==> config.mk <==
export PLATFORM = sky130hd
export DESIGN_NAME = uart_ctrl_fifo
export DESIGN_NICKNAME = d
export VERILOG_FILES = /design/src/rtl/uart_ctrl_fifo_pkg.sv /design/src/rtl/uart_fifo.sv /design/src/rtl/uart_ctrl_fifo.sv
export SDC_FILE = /design/constraint.sdc
export NUM_CORES = 1
export LEC_CHECK = 0
export BUFFER_PORTS_ARGS = -buffer_cell sky130_fd_sc_hd__buf_2
export CAP_MARGIN = 10
export CORE_UTILIZATION = 57
export DETAILED_ROUTE_END_ITERATION = 8
export GPL_TIMING_DRIVEN = 0
export PLACE_DENSITY = 0.85
export SYNTH_ARGS = -nofsm -noshare
export SYNTH_HDL_FRONTEND = slang
export SYNTH_HIERARCHICAL = 1
export SYNTH_SLANG_ARGS = --single-unit
==> constraint.sdc <==
create_clock -name clk -period 5.4 [get_ports clk]
set_input_delay 0.81 -clock clk [delete_from_list [all_inputs] [get_ports clk]]
set_output_delay 0.81 -clock clk [all_outputs]
set_load 0.02 [all_outputs]
==> src/rtl/uart_ctrl_fifo_pkg.sv <==
// Shared register map, bit indices and TX sequencer states for uart_ctrl_fifo.
// Pure declarations: no logic, no latency, no flow control.
package uart_ctrl_fifo_pkg;

  localparam logic UART_READ  = 1'b1;
  localparam logic UART_WRITE = 1'b0;

  localparam logic [1:0] UART_ADDR_STATUS = 2'd0;
  localparam logic [1:0] UART_ADDR_DATA   = 2'd1;
  localparam logic [1:0] UART_ADDR_CTRL   = 2'd2;

  localparam int STAT_IRQ_RX     = 0;
  localparam int STAT_IRQ_TX     = 1;
  localparam int STAT_RX_BUSY    = 2;
  localparam int STAT_TX_BUSY    = 3;
  localparam int STAT_RX_EMPTY   = 4;
  localparam int STAT_RX_FULL    = 5;
  localparam int STAT_TX_EMPTY   = 6;
  localparam int STAT_TX_FULL    = 7;
  localparam int STAT_RX_OVERRUN = 8;
  localparam int STAT_TX_DROP    = 9;
  localparam int STAT_RX_CNT_LSB = 16;
  localparam int STAT_TX_CNT_LSB = 24;

  localparam int CTRL_RX_IRQ_EN  = 0;
  localparam int CTRL_TX_IRQ_EN  = 1;
  localparam int CTRL_THRESH_LSB = 8;
  localparam int CTRL_LOOPBACK   = 16;
  localparam int CTRL_FLUSH_RX   = 17;
  localparam int CTRL_FLUSH_TX   = 18;

  typedef enum logic [1:0] {
    UART_TX_IDLE = 2'd0,
    UART_TX_LOAD = 2'd1,
    UART_TX_WAIT = 2'd2
  } tx_state_e;

  // A programmed threshold of zero behaves as one.
  function automatic logic [7:0] eff_thresh(input logic [7:0] t);
    return (t == 8'd0) ? 8'd1 : t;
  endfunction

endpackage

==> src/rtl/uart_fifo.sv <==
// Byte FIFO with push/pop/flush; head is combinational, count updates one cycle after push/pop.
// Push on full is dropped unless a pop lands the same cycle; pop on empty is a no-op; flush wins.
module uart_fifo #(
  parameter int FIFO_DEPTH = 8,
  parameter int PTR_W      = 3
) (
  input  logic             clk,
  input  logic             reset,
  input  logic             push,
  input  logic [7:0]       push_dat,
  input  logic             pop,
  input  logic             flush,
  output logic [7:0]       head,
  output logic [PTR_W:0]   count,
  output logic             empty,
  output logic             full
);

  logic [7:0]       mem_q [FIFO_DEPTH];
  logic [PTR_W-1:0] rd_ptr_q, rd_ptr_d;
  logic [PTR_W-1:0] wr_ptr_q, wr_ptr_d;
  logic [PTR_W:0]   count_q, count_d;
  logic             pop_eff, push_eff;

  assign empty = (count_q == '0);
  assign full  = (count_q == (PTR_W+1)'(FIFO_DEPTH));
  assign count = count_q;
  assign head  = mem_q[rd_ptr_q];

  always_comb begin
    pop_eff  = pop & ~empty & ~flush;
    push_eff = push & (~full | pop_eff) & ~flush;
    rd_ptr_d = rd_ptr_q;
    wr_ptr_d = wr_ptr_q;
    count_d  = count_q;
    if (flush) begin
      rd_ptr_d = '0;
      wr_ptr_d = '0;
      count_d  = '0;
    end else begin
      if (push_eff) wr_ptr_d = wr_ptr_q + PTR_W'(1);
      if (pop_eff)  rd_ptr_d = rd_ptr_q + PTR_W'(1);
      count_d = count_q + (PTR_W+1)'(push_eff) - (PTR_W+1)'(pop_eff);
    end
  end

  always_ff @(posedge clk) begin
    if (reset) begin
      rd_ptr_q <= '0;
      wr_ptr_q <= '0;
      count_q  <= '0;
    end else begin
      rd_ptr_q <= rd_ptr_d;
      wr_ptr_q <= wr_ptr_d;
      count_q  <= count_d;
    end
  end

  // Storage carries no reset; empty/full are decided by count alone.
  always_ff @(posedge clk) begin
    if (push_eff) mem_q[wr_ptr_q] <= push_dat;
  end

endmodule

==> src/rtl/uart_ctrl_fifo.sv <==
// Chip-select UART controller: RX/TX FIFOs, CTRL, level IRQs, TX sequencer; rdy_/rd_data one cycle after access.
// TX waits on tx_busy, full FIFOs drop and flag; UART_CTRL_LOOPBACK_EN adds CTRL[16] TX->RX loopback.
module uart_ctrl_fifo
  import uart_ctrl_fifo_pkg::*;
#(
  parameter int FIFO_DEPTH = 8,
  parameter int PTR_W      = 3
) (
  input  logic        clk,
  input  logic        reset,
  input  logic        cs_,
  input  logic        as_,
  input  logic        rw,
  input  logic [29:0] addr,
  input  logic [31:0] wr_data,
  output logic [31:0] rd_data,
  output logic        rdy_,
  output logic        irq_rx,
  output logic        irq_tx,
  input  logic        rx_busy,
  input  logic        rx_end,
  input  logic [7:0]  rx_data,
  input  logic        tx_busy,
  input  logic        tx_end,
  output logic        tx_start,
  output logic [7:0]  tx_data
);

  logic        access, first, is_rd, is_wr, lb_on, unused_bits;
  logic [1:0]  reg_sel;
  logic [31:0] status_word, ctrl_word, rd_mux;
  logic [31:0] rd_data_q, rd_data_d;
  logic        rdy_q, rdy_d;
  logic        rx_irq_en_q, rx_irq_en_d, tx_irq_en_q, tx_irq_en_d;
  logic [7:0]  rx_thresh_q, rx_thresh_d;
  logic        rx_overrun_q, rx_overrun_d, tx_drop_q, tx_drop_d;
  logic        irq_rx_q, irq_rx_d, irq_tx_q, irq_tx_d;
  logic        tx_start_q, tx_start_d;
  logic [7:0]  tx_data_q, tx_data_d;
  tx_state_e   state_q, state_d;

  logic             rx_push, rx_pop, rx_flush, rx_empty, rx_full;
  logic             tx_push, tx_pop, tx_flush, tx_empty, tx_full;
  logic [7:0]       rx_push_dat, rx_head, tx_head;
  logic [PTR_W:0]   rx_count, tx_count;

`ifdef UART_CTRL_LOOPBACK_EN
  logic loopback_q, loopback_d;
  assign lb_on       = loopback_q;
  assign unused_bits = ^{addr[29:2], wr_data[31:19]};
`else
  assign lb_on       = 1'b0;
  assign unused_bits = ^{addr[29:2], wr_data[31:19], wr_data[CTRL_LOOPBACK]};
`endif

  assign access  = ~cs_ & ~as_;
  assign first   = access & rdy_q;
  assign is_rd   = (rw == UART_READ);
  assign is_wr   = (rw == UART_WRITE);
  assign reg_sel = addr[1:0];

  uart_fifo #(.FIFO_DEPTH(FIFO_DEPTH), .PTR_W(PTR_W)) u_rx_fifo (
    .clk(clk), .reset(reset), .push(rx_push), .push_dat(rx_push_dat), .pop(rx_pop),
    .flush(rx_flush), .head(rx_head), .count(rx_count), .empty(rx_empty), .full(rx_full)
  );

  uart_fifo #(.FIFO_DEPTH(FIFO_DEPTH), .PTR_W(PTR_W)) u_tx_fifo (
    .clk(clk), .reset(reset), .push(tx_push), .push_dat(wr_data[7:0]), .pop(tx_pop),
    .flush(tx_flush), .head(tx_head), .count(tx_count), .empty(tx_empty), .full(tx_full)
  );

  always_comb begin
    status_word = '0;
    status_word[STAT_IRQ_RX]     = irq_rx_q;
    status_word[STAT_IRQ_TX]     = irq_tx_q;
    status_word[STAT_RX_BUSY]    = rx_busy;
    status_word[STAT_TX_BUSY]    = tx_busy;
    status_word[STAT_RX_EMPTY]   = rx_empty;
    status_word[STAT_RX_FULL]    = rx_full;
    status_word[STAT_TX_EMPTY]   = tx_empty;
    status_word[STAT_TX_FULL]    = tx_full;
    status_word[STAT_RX_OVERRUN] = rx_overrun_q;
    status_word[STAT_TX_DROP]    = tx_drop_q;
    status_word[STAT_RX_CNT_LSB +: 8] = 8'(rx_count);
    status_word[STAT_TX_CNT_LSB +: 8] = 8'(tx_count);
    ctrl_word = '0;
    ctrl_word[CTRL_RX_IRQ_EN] = rx_irq_en_q;
    ctrl_word[CTRL_TX_IRQ_EN] = tx_irq_en_q;
    ctrl_word[CTRL_THRESH_LSB +: 8] = rx_thresh_q;
`ifdef UART_CTRL_LOOPBACK_EN
    ctrl_word[CTRL_LOOPBACK] = loopback_q;
`endif
    case (reg_sel)
      UART_ADDR_STATUS: rd_mux = status_word;
      UART_ADDR_DATA:   rd_mux = rx_empty ? 32'd0 : {24'd0, rx_head};
      UART_ADDR_CTRL:   rd_mux = ctrl_word;
      default:          rd_mux = '0;
    endcase
  end

  always_comb begin
    rd_data_d    = '0;
    rdy_d        = ~access;
    rx_irq_en_d  = rx_irq_en_q;
    tx_irq_en_d  = tx_irq_en_q;
    rx_thresh_d  = rx_thresh_q;
`ifdef UART_CTRL_LOOPBACK_EN
    loopback_d   = loopback_q;
`endif
    rx_overrun_d = rx_overrun_q;
    tx_drop_d    = tx_drop_q;
    tx_start_d   = 1'b0;
    tx_data_d    = tx_data_q;
    state_d      = state_q;
    rx_pop       = 1'b0;
    tx_pop       = 1'b0;
    tx_push      = 1'b0;
    rx_flush     = 1'b0;
    tx_flush     = 1'b0;

    // Read data is captured on the first cycle and held while the access persists.
    if (access && is_rd) rd_data_d = first ? rd_mux : rd_data_q;
    if (first && is_rd && reg_sel == UART_ADDR_DATA) rx_pop = 1'b1;

    if (first && is_wr) begin
      case (reg_sel)
        UART_ADDR_STATUS: begin
          if (wr_data[STAT_RX_OVERRUN]) rx_overrun_d = 1'b0;
          if (wr_data[STAT_TX_DROP])    tx_drop_d    = 1'b0;
        end
        UART_ADDR_DATA: tx_push = 1'b1;
        UART_ADDR_CTRL: begin
          rx_irq_en_d = wr_data[CTRL_RX_IRQ_EN];
          tx_irq_en_d = wr_data[CTRL_TX_IRQ_EN];
          rx_thresh_d = wr_data[CTRL_THRESH_LSB +: 8];
`ifdef UART_CTRL_LOOPBACK_EN
          loopback_d  = wr_data[CTRL_LOOPBACK];
`endif
          rx_flush    = wr_data[CTRL_FLUSH_RX];
          tx_flush    = wr_data[CTRL_FLUSH_TX];
        end
        default: ;
      endcase
    end

    // tx_start/tx_data are registered on the IDLE->LOAD edge so the pulse lands in the LOAD cycle.
    case (state_q)
      UART_TX_IDLE: if (!tx_empty && !tx_busy) begin
        state_d = UART_TX_LOAD;
        if (!lb_on) begin
          tx_start_d = 1'b1;
          tx_data_d  = tx_head;
        end
      end
      UART_TX_LOAD: begin
        tx_pop  = 1'b1;
        state_d = lb_on ? UART_TX_IDLE : UART_TX_WAIT;
      end
      UART_TX_WAIT: if (tx_end) state_d = UART_TX_IDLE;
      default: state_d = UART_TX_IDLE;
    endcase

    rx_push     = lb_on ? (state_q == UART_TX_LOAD) : rx_end;
    rx_push_dat = lb_on ? tx_head : rx_data;

    // A new event outranks a same-cycle write-1-to-clear.
    if (rx_push && rx_full && !rx_pop && !rx_flush) rx_overrun_d = 1'b1;
    if (tx_push && tx_full && !tx_pop && !tx_flush) tx_drop_d = 1'b1;

    irq_rx_d = rx_irq_en_q & (8'(rx_count) >= eff_thresh(rx_thresh_q));
    irq_tx_d = tx_irq_en_q & tx_empty & (state_q == UART_TX_IDLE);
  end

  always_ff @(posedge clk) begin
    if (reset) begin
      rd_data_q    <= '0;
      rdy_q        <= 1'b1;
      rx_irq_en_q  <= 1'b0;
      tx_irq_en_q  <= 1'b0;
      rx_thresh_q  <= '0;
`ifdef UART_CTRL_LOOPBACK_EN
      loopback_q   <= 1'b0;
`endif
      rx_overrun_q <= 1'b0;
      tx_drop_q    <= 1'b0;
      irq_rx_q     <= 1'b0;
      irq_tx_q     <= 1'b0;
      tx_start_q   <= 1'b0;
      tx_data_q    <= '0;
      state_q      <= UART_TX_IDLE;
    end else begin
      rd_data_q    <= rd_data_d;
      rdy_q        <= rdy_d;
      rx_irq_en_q  <= rx_irq_en_d;
      tx_irq_en_q  <= tx_irq_en_d;
      rx_thresh_q  <= rx_thresh_d;
`ifdef UART_CTRL_LOOPBACK_EN
      loopback_q   <= loopback_d;
`endif
      rx_overrun_q <= rx_overrun_d;
      tx_drop_q    <= tx_drop_d;
      irq_rx_q     <= irq_rx_d;
      irq_tx_q     <= irq_tx_d;
      tx_start_q   <= tx_start_d;
      tx_data_q    <= tx_data_d;
      state_q      <= state_d;
    end
  end

  assign rd_data  = rd_data_q;
  assign rdy_     = rdy_q;
  assign irq_rx   = irq_rx_q;
  assign irq_tx   = irq_tx_q;
  assign tx_start = tx_start_q;
  assign tx_data  = tx_data_q;

endmodule

==> metrics.md <==
| Metric | Value |
|---|---|
| Library cells used by synthesis | 48 |
| Skew-Pair Late Insertion Delay | 0.50 ns |
| Main synth FF type | edfxtp_1 |
| DRT iter0 DRCs | 414 |
| GR peak layer | met2 |
| CP max stage cell | or3b_2 |
| Commonest cells after routing, fill and taps aside | 128 x edfxtp_1, 78 x buf_2, 76 x dfxtp_1, 56 x nand2_1, 41 x a21oi_1 |
| Area contributors post-synth | edfxtp_1 45%, dfxtp_1 18%, mux4_1 9.2%, ha_1 2.9%, nand2_1 2.4% |
| Met3 Usage GRT | 0.0395 |
| Hold crit path type | reg -> reg |
| Synth Cell Area | 8600 sq um |
| Simple-Gate Fraction of Synth Area | 0.105 |
| Die height | 125 um |
| Pin count of the biggest net entering global routing | 15 |
| Core area | 14600 sq um |
| GRT Residual Overflow | 0 |
| Seq/Total Area, Yosys | 0.624 |
| Clock tree buffer depth | 3 |
| Post-synth ARST share | 0 |
| CP Cell Sequence | buf_2, nor2b_1, buf_2, and3_1, or3b_2, a21oi_1, inv_1, ha_1, inv_1, ha_1, inv_1, fa_1, xor2_1, nor2_1 |
| Crit path time final | 3.42 ns |
| Critical Path Source Type | primary input |
| Max cap viols | 0 |
| Slew @ Worst Pin | 1.03 ns |
| Fillers | 999 |
| Largest family of logic cells by synthesized area | multiplexers |
| H-tree levels | 1 |
| Worst-path fanout max | 10 |
| Post-Synth XOR/XNOR Area | 0.00204 |
| Mux share of post-synthesis cell area | 0.139 |
| CTS buffer count | 21 |
| Die area | 15600 sq um |
| Critical Path Sink Type | flip-flop |
| Total GRT Usage | 0.242 |
| F_max | 0.292 GHz |
| Clk sinks | 204 |
| Initial antenna violation count | 1 |
| Area delta synth->final | 15.7% |
| Met2 usage | 0.444 |
| Status | finished with violations |
| Post-synth top area cell | edfxtp_1 |
| Arrival @ worst endpoint | 3.80 ns |
| Mapped Cells | 618 |
| Failing checks | DRC |
| Share of cells above drive strength 1 | 0.225 |
| Hpwl dp | 13000 um |
| Worst EP required | 5.78 ns |
| Final slew viol count | 0 |
| Power Dens Cells | 343 nW/um^2 |
| Setup Buffers After CTS | 0 |
| Ys Warns | 6 |
| Root buf cell | clkbuf_16 |
| DRC viols | 10 |
| Routed vias | 5470 |
| Post-synthesis compound-gate area fraction | 0.0554 |
| Vias/cell | 5.91 |
| Post-synth EDFFs | 128 |
| Adder-cell share of the synthesized area | 0.0337 |
| Post-Syn Area per Cell | 13.9 sq um |
| Clock transition at the registers of the reported paths | 0.06 ns |
| Post-CTS Hold Fix Bufs | 0 |
| Crit path kind | in -> reg |
| Port-buffer cells | 71 |
| Maximum vdd drop | 0.000307 V |
| Clk_skew | 0.0113 ns |
| Setup TNS | 0 ns |
| Worst Path Buf+Inv | 5 |
| Ports | 123 |
| Drt pass-1 iters | 7 |
| Critical path's top delay family | simple AND/OR/NAND/NOR gates |
| Number of cell rows | 44 |
| Post-synth top area share | 0.447 |
| Final Cycle Share | 0.634 |
| First-pass GRT wire length | 28800 um |
| P_leak | 0.00364 uW |
| Final Hold Vio Count | 0 |
| Final Setup Violations | 0 |
| Commonest non-fill, non-tap cell in the layout | edfxtp_1 |
| Final net count | 827 |
| Worst rel slew slack | 0.309 |
| Met1 Use GR | 0.283 |
| Vias in the first global route | 5546 |
| Final ANT Viol Nets | 0 |
| Max incr delay on CP | 0.52 ns |
| Critical path's most frequent cell | inv_1 |
| Seq cells post-synth | 204 |
| CTS tree | done |
| Starting density of the core | 0.588 |
| Hold_ws | 0.451 ns |
| Routed wire per std cell | 20.1 um |
| Gpl congestion | 0.851 |
| Post-cts resize count | 0 |
| Fin area | 9950 sq um |
| Final WL | 18600 um |
| Unrepaired setup endpoints after global routing | false |
| Chip width | 125 um |
| Dpl cell area | 9280 sq um |
==> cells in the mapped netlist, types with 3 or more instances <==
cell type	count
nor3b_2	3
nor2_1	37
ha_1	20
nand3b_1	3
clkbuf_1	11
or3b_2	7
a21oi_1	41
or3_1	8
inv_1	31
a21o_1	6
mux2_2	16
nor2b_1	9
dfxtp_1	76
buf_4	8
nand2_1	56
o21ai_0	15
nand2b_1	6
and3_1	3
edfxtp_1	128
a21oi_2	3
mux2i_1	18
nor4_1	7
buf_6	4
buf_1	5
buf_2	6
nor3_1	7
a22oi_1	6
and2_1	3
nand3_1	17
mux4_1	30
==> cells by family (layout without fill, tap and decap cells) <==
family / count (synthesis) / count (layout)
xor gates and xnor gates: 2 / 2
other: 1 / 9
muxes: 66 / 66
buffers and inverters: 67 / 183
and+or+nand+nor: 176 / 176
AOI/OAI and AO/OA: 80 / 80
adders and majority gates: 22 / 22
DFF: 204 / 204
==> area by class of cell <==
class | instances | area (sq um) | area share
flip-flops and latches | 204 | 5370 | 0.539
plain buffers | 36 | 235 | 0.0236
multi-input cells | 354 | 2940 | 0.295
inverters | 31 | 116 | 0.0117
clock inverters | 9 | 78.8 | 0.00792
diodes | 1 | 2.50 | 0.000251
clock buffers | 29 | 579 | 0.0582
repair buffers | 78 | 405 | 0.0407
well taps | 184 | 230 | 0.0231
==> report_power, final <==
part | total [uW] | leakage, uW | internal (uW) | switching [uW]
Clock | 1370 | 0.000315 | 801 | 572
Sequential | 1730 | 0.00177 | 1700 | 29.6
Combinational | 309 | 0.00156 | 126 | 183
Total | 3410 | 0.00364 | 2630 | 785
==> flip-flops by register name (all words and copies together) (netlist names), named ones only <==
signal,cells
rx_irq_en_q,1
u_tx_fifo/rd_ptr_q,3
tx_start,1
u_tx_fifo/wr_ptr_q,3
tx_irq_en_q,1
u_tx_fifo/mem_q,64
rx_thresh_q,8
irq_tx,1
irq_rx,1
rdy_,1
u_rx_fifo/mem_q,64
rd_data,24
u_rx_fifo/wr_ptr_q,3
tx_data,8
tx_drop_q,1
rx_overrun_q,1
state_q,2
u_rx_fifo/count,4
u_tx_fifo/count,4
u_rx_fifo/rd_ptr_q,3
==> worst register-to-register path, cell delays in order, from the launching register on <==
cell,delay (ns)
dfxtp_1,0.35
nor3b_2,0.43
and3_1,0.34
or3b_2,0.48
a21oi_1,0.36
inv_1,0.08
ha_1,0.31
inv_1,0.07
ha_1,0.16
inv_1,0.06
fa_1,0.38
xor2_1,0.14
nor2_1,0.05
==> metal layers <==
layer,wire length (um),vias to the layer above
li1,-,2514
met2,9850,212
met1,7080,2687
met3,1010,57
met5,0,-
met4,675,0
==> through the flow <==
stage               setup slack (ns)  cells  utilization  power (uW)
global route                    1.81    926        0.680        3520
global placement                1.13    880        0.629        2030
CTS                             2.01    923        0.679        3420
detailed placement              1.51    885        0.634        2060
floorplan                       1.85    625            -        1950
finish                          1.98    926        0.680        3410
==> path summary, 6_finish.rpt <==
| path | startpoint | end | slack (ns) | cells after the start |
|---|---|---|---|---|
| max | addr[1] | u_tx_fifo/count[2] | 1.98 | 14 |
| min | rd_data[10] | rd_data[10] | 0.45 | 2 |
| max reg2reg | rdy_ | u_rx_fifo/count[2] | 2.08 | 12 |
| min reg2reg | rd_data[10] | rd_data[10] | 0.45 | 2 |
Note: power is estimated with default switching activity, not from simulation.
